--- src/rtl/ram_arbiter.sv ---
// Two-port (fetch / load-store) arbiter in front of one single-port RAM with synchronous read.
// Define RAM_ARB_ROUND_ROBIN_EN for round-robin tie-breaking; by default a tie goes to port 1.
module ram_arbiter #(
  parameter int ADDR_W = 10,
  parameter int DATA_W = 32
) (
  input  logic              clk,
  input  logic              rst,
  input  logic              p0_req,
  input  logic              p0_we,
  input  logic [ADDR_W-1:0] p0_addr,
  input  logic [DATA_W-1:0] p0_wdata,
  input  logic              p1_req,
  input  logic              p1_we,
  input  logic [ADDR_W-1:0] p1_addr,
  input  logic [DATA_W-1:0] p1_wdata,
  output logic              p0_gnt,
  output logic              p0_rvalid,
  output logic [DATA_W-1:0] p0_rdata,
  output logic              p1_gnt,
  output logic              p1_rvalid,
  output logic [DATA_W-1:0] p1_rdata,
  output logic              ram_wr_en,
  output logic [ADDR_W-1:0] ram_addr,
  output logic [DATA_W-1:0] ram_wdata,
  input  logic [DATA_W-1:0] ram_rdata
);

  typedef enum logic [1:0] {IDLE, ACCESS, RESP} state_e;

  state_e            state_q;
  logic              winner_q;
  logic [1:0]        gnt_q;
  logic [1:0]        rvalid_q;
  logic              wrEn_q;
  logic [ADDR_W-1:0] ramAddr_q;
  logic [DATA_W-1:0] ramWdata_q;

  logic              tieWinner;
  logic              winner_d;
  logic              selWe;
  logic [ADDR_W-1:0] selAddr;
  logic [DATA_W-1:0] selWdata;

`ifdef RAM_ARB_ROUND_ROBIN_EN
  logic lastGnt_q;
  assign tieWinner = ~lastGnt_q;
`else
  assign tieWinner = 1'b1;
`endif

  always_comb begin
    winner_d = p1_req;
    if (p0_req && p1_req) winner_d = tieWinner;
  end

  assign selWe    = winner_d ? p1_we    : p0_we;
  assign selAddr  = winner_d ? p1_addr  : p0_addr;
  assign selWdata = winner_d ? p1_wdata : p0_wdata;

  // ram_addr/ram_wdata double as the latched command, so they hold between accesses.
  always_ff @(posedge clk) begin
    if (!rst) begin
      state_q    <= IDLE;
      winner_q   <= 1'b0;
      gnt_q      <= 2'b00;
      rvalid_q   <= 2'b00;
      wrEn_q     <= 1'b0;
      ramAddr_q  <= '0;
      ramWdata_q <= '0;
`ifdef RAM_ARB_ROUND_ROBIN_EN
      lastGnt_q  <= 1'b1;
`endif
    end else begin
      gnt_q    <= 2'b00;
      rvalid_q <= 2'b00;
      wrEn_q   <= 1'b0;
      case (state_q)
        IDLE: begin
          if (p0_req || p1_req) begin
            state_q    <= ACCESS;
            winner_q   <= winner_d;
            gnt_q      <= winner_d ? 2'b10 : 2'b01;
            wrEn_q     <= selWe;
            ramAddr_q  <= selAddr;
            ramWdata_q <= selWdata;
`ifdef RAM_ARB_ROUND_ROBIN_EN
            lastGnt_q  <= winner_d;
`endif
          end
        end
        ACCESS: begin
          if (wrEn_q) begin
            state_q <= IDLE;
          end else begin
            state_q  <= RESP;
            rvalid_q <= winner_q ? 2'b10 : 2'b01;
          end
        end
        RESP:    state_q <= IDLE;
        default: state_q <= IDLE;
      endcase
    end
  end

  // Gating with rst keeps a reset asserted mid-ACCESS from committing the write.
  assign ram_wr_en = wrEn_q & rst;
  assign ram_addr  = ramAddr_q;
  assign ram_wdata = ramWdata_q;

  assign p0_gnt    = gnt_q[0];
  assign p1_gnt    = gnt_q[1];
  assign p0_rvalid = rvalid_q[0];
  assign p1_rvalid = rvalid_q[1];
  assign p0_rdata  = rvalid_q[0] ? ram_rdata : '0;
  assign p1_rdata  = rvalid_q[1] ? ram_rdata : '0;

endmodule

--- config.mk ---
export PLATFORM = sky130hd
export DESIGN_NAME = ram_arbiter
export DESIGN_NICKNAME = d
export VERILOG_FILES = /design/src/rtl/ram_arbiter.sv
export SDC_FILE = /design/constraint.sdc
export NUM_CORES = 1
export LEC_CHECK = 0
export BUFFER_PORTS_ARGS = -buffer_cell sky130_fd_sc_hd__buf_2
export CORE_AREA = 2 2 89 91
export CTS_CLUSTER_DIAMETER = 80
export DETAILED_ROUTE_END_ITERATION = 16
export DIE_AREA = 0 0 91 93
export GPL_TIMING_DRIVEN = 0
export HOLD_SLACK_MARGIN = 0.05
export PLACE_DENSITY = 0.73
export SLEW_MARGIN = 20
export SYNTH_ARGS = -nofsm -noshare
export SYNTH_HDL_FRONTEND = slang
export SYNTH_SLANG_ARGS = --single-unit
--- constraint.sdc ---
create_clock -name clk -period 1.7 [get_ports clk]
set_input_delay 0.17 -clock clk [delete_from_list [all_inputs] [get_ports clk]]
set_output_delay 0.17 -clock clk [all_outputs]
set_load 0.005 [all_outputs]
* After elaboration in Yosys (flattened, before gate mapping)
Index checks and enable logic that the tools add are counted.
Operators by class: $add $sub $neg 0, $mul 0, div/mod/pow operators 0, $lt $le $gt $ge 0, equal/unequal tests 2, shifts and indexed selects 0, muxes and demuxes 11, bitwise logic cells 3, reduce and logical (&&, ||, !) cells 6
Operators by type and width (number):
- $mux 32 | 3
- $mux 10 | 1
- $mux 2 | 4
- $pmux 2 s2 | 1
- $reduce_and 3->1 | 1
- $reduce_or 3->1 | 1
- $eq 2x1->1 const B | 1
- $logic_not 2->1 | 1
- $mux 1 | 2
- $ne 2x2->1 const B | 1
- $not 1->1 | 2
- $reduce_and 2->1 | 1
- $and 1x1->1 | 1
- $logic_and 1x1->1 | 1
- $logic_or 1x1->1 | 1
Word-level totals: bits in registers 50, latch bits 0, RAM bits 0, bits in read-only memories 0, input port bits 122, word-level logic and storage cells 29, memories 0

* Depth between registers and ports, before layout
word-level depth 3, mapped depth 5, gate-level depth less buffers 4

* Least setup slack after synthesis
OpenSTA, ideal clock, no wires.
path type flip-flop to flip-flop, from register state_q[1], to register ramAddr_q[0], in the netlist ram_addr[0], arrival time 1.154 ns, required time 1.632 ns, slack 0.478 ns, stages on the path, launching flop included 6, clock period less this slack 1.222 ns, path through dfxtp_1 -> nand2b_1 -> or3_1 -> buf_2 -> buf_6 -> o2bb2ai_2
On the way: longest elaborated chain between the ends 2
Ends and longest elaborated chain:
- from (decl) | line 31 | state_e state_q;
- from (signal assigned) | line 64 | state_q <= IDLE;
- from (signal assigned) | line 81 | state_q <= ACCESS;
- from (signal assigned) | line 94 | state_q <= IDLE;
- $logic_not 2->1 | line 78 | case (state_q)
- $reduce_and 2->1 (no source line)
- to (signal assigned) | line 85 | ramAddr_q <= selAddr;
- to (decl) | line 36 | logic [ADDR_W-1:0] ramAddr_q;
Every way passes these cells. A chain may end at the register's enable or synchronous reset.

* Worst setup path in the final report
from register rvalid_q[0], to output p0_rdata[29]
On the way: longest elaborated chain between the ends 1
Ends and longest elaborated chain:
- from (decl) | line 34 | logic [1:0] rvalid_q;
- from (signal assigned) | line 97 | rvalid_q <= winner_q ? 2'b10 : 2'b01;
- $mux 32 | line 115 | assign p0_rdata = rvalid_q[0] ? ram_rdata : '0;
- to (decl) | line 19 | output logic [DATA_W-1:0] p0_rdata,
Every way passes these cells.

==> results by group <==
GRT
  • Remaining Overflow, GRT: 0
  • Initial antenna violation count: 4
  • Tot GR Track Use: 18.9%
  • Largest net degree at the start of global routing: 15
  • Number of global-route vias before repair: around 2500
  • First-pass GRT wire length: roughly 13 mm

Timing
  • Fin. Hold Viols: 0
  • Fin crit period: 1.50 ns
  • Final setup fails: 0
  • Slew Viols, Final: 0
  • RSZ-0062 raised after global routing: false
  • Tcrit/Tclk final: 88.0%
  • Setup TNS: 0 ns
  • Actual slew at the worst max-slew pin: roughly 0.32 ns
  • Relative slew slack: 78.8%
  • Clock Skew: just over 0.005 ns
  • Fmax: approximately 670 MHz

Routing
  • Final WL: roughly 8.5 mm
  • Antenna Violating Nets Remaining: 0
  • Drt pass-1 iters: 4
  • DRC: 0
  • Routed vias/inst: around 4.6
  • Routed via count: 2653
  • First DRT Iteration DRCs: 43
  • DR WL/cell: 14.6 microns

Clock network
  • CTS Root Cell: clkbuf_8
  • Worst skew pair latency: 0.29 ns
  • TritonCTS Buffers: 5
  • Cts-stage hold buffer count: 0
  • Clock-pin slew on the worst setup and hold paths: 0.08 ns
  • CTS sink count: 50
  • CTS max path bufs: 2
  • CTS tree: built
  • Post-CTS Resized: 0
  • Post-CTS Setup Bufs: 0
  • H-tree Lvls: 2

Yosys
  • Top cell type's share of synthesized area: 38.0%
  • Synthesized instance count: roughly 230
  • Synth area leaders: dfxtp_1 (38%), o2bb2ai_2 (22%), mux2i_1 (16%)
  • Area leader, netlist: dfxtp_1
  • Syn Area/Cell: between 10 and 15 sq um
  • Synthesized area: between 2000 and 3000 sq um
  • Post-synth cell types: 16
  • Register area share after synthesis: 38.0%
  • Yosys reg bits: 50
  • Post-synth net total: approximately 360
  • Yosys warns: 0

Worst setup path
  • Req. time, crit path: roughly 1.5 ns
  • CP Launch Type: flop
  • CP Max Fanout: 10
  • Critical setup path kind: flop to primary output
  • CP max stage delay: approximately 0.42 ns
  • Crit-path cells: clkbuf_1 > and2_1 > buf_2
  • Worst EP arrival: 1.33 ns
  • CP max stage cell: dfxtp_1
  • CP endpoint kind: primary output

Cells and area
  • Fraction of layout cells with a size suffix above 1: 61.7%
  • Nets: 594
  • Util after Layout: between 50 and 60%
  • Most frequent cells in the layout: buf_2 (243), and2_1 (67), dfxtp_1 (50)
  • Area Overhead vs Synth: 52.6%
  • Fillers: just over 700
  • Commonest non-fill, non-tap cell in the layout: buf_2

Floorplan
  • Total die area: 8460 sq um
  • Row cnt: 32
  • # IOs: 233
  • Die Ht: between 90 and 100 microns
  • Starting Density: between 30% and 40%
  • Core area: approximately 7500 sq um
  • Die Wd: 91 microns

Placement
  • Port Buf Inserts: ~230
  • GP Congestion: 0.825
  • Post-DP HPWL: approximately 7.1 mm

Job
  • Max cap viols: 0

Pwr
  • Peak supply drop: 0.000415 V
  • Power Density: approximately 680 nW/um^2
  • Pleak: 2.24 nW

Min path
  • Hold WC Path Type: primary input to flop

Outcome
  • Status: finished clean
==> metrics by stage <==
step | std cells | hold slack (ns) | power [mW] | area, sq um | setup WS (ns)
after floorplan | 233 | 0.314 | 1.72 | 2640 | 0.478
after global placement | 567 | 0.423 | 2.04 | 3930 | 0.305
after detailed placement | 567 | 0.421 | 2.06 | 3930 | 0.266
after CTS | 575 | 0.108 | 2.77 | 4020 | 0.176
after global routing | 576 | 0.128 | 2.87 | 4020 | 0.0915
final | 578 | 0.122 | 2.72 | 4030 | 0.204
==> critical path, delay by kind of cell (launching register included) <==
| family | cells | cell delay, ns |
|---|---|---|
| buffers and inverters | 2 | 0.42 |
| flip-flops | 1 | 0.42 |
| AND/OR/NAND/NOR | 1 | 0.20 |
==> final timing paths <==
check              startpoint       endpoint  slack [ns]  cells after the start
hold / removal          p0_we         wrEn_q        0.12                      3
setup reg to reg   state_q[1]  ram_wdata[28]        0.32                      5
setup / recovery  rvalid_q[0]   p0_rdata[29]        0.20                      3
hold reg to reg      winner_q    rvalid_q[0]        0.44                      1
==> cells by family (layout without fill, tap and decap cells) <==
| logic type | Yosys count | in the layout | synth area share [%] |
|---|---|---|---|
| and+or+nand+nor | 74 | 74 | 17.3 |
| buffers and inverters | 22 | 262 | 4.79 |
| DFF | 50 | 50 | 38.0 |
| AOI/OAI and AO/OA | 44 | 44 | 23.6 |
| other | 0 | 3 | 0 |
| muxes | 43 | 43 | 16.3 |
==> power by group <==
part	switching (mW)	total [mW]	internal, mW
registers	0.0720	1.35	1.28
clock network	0.366	0.695	0.329
logic	0.318	0.676	0.358
total	0.755	2.72	1.97
==> final cells by class <==
| class | count | area, sq um | area share [%] |
|---|---|---|---|
| Buffer | 21 | 123 | 3.05 |
| Inverter | 1 | 3.75 | 0.0933 |
| Multi-Input combinational cell | 161 | 1510 | 37.5 |
| Clock buffer | 7 | 86.3 | 2.14 |
| Timing Repair Buffer | 232 | 1160 | 28.8 |
| Tap cell | 102 | 128 | 3.17 |
| Antenna cell | 3 | 7.51 | 0.187 |
| Clock inverter | 1 | 5.00 | 0.124 |
| Sequential cell | 50 | 1000 | 24.9 |
==> cells in the mapped netlist (all sizes together) <==
cell type,number
and2,67
dfxtp,50
mux2i,43
o2bb2ai,42
buf,15
clkbuf,6
nor2,3
a22o,1
inv,1
nand2b,1
nor2b,1
nor3b,1
o31a,1
or3,1
==> registers in the layout (all words and copies together), names as in the netlist <==
| register | cells |
|---|---|
| gnt_q | 2 |
| ram_addr | 10 |
| ram_wdata | 32 |
| rvalid_q | 2 |
| state_q | 2 |
| winner_q | 1 |
| wrEn_q | 1 |
==> layer usage <==
| metal | share of wire [%] | GRT usage, % | vias up |
|---|---|---|---|
| li1 | - | - | 1310 |
| met1 | 37 | 20.1 | 1201 |
| met2 | 52 | 35.2 | 132 |
| met3 | 9.4 | 6.93 | 8 |
| met4 | 1.3 | 5.18 | 2 |
| met5 | 0.15 | 0 | - |
Power figures use the tool's default switching activity.
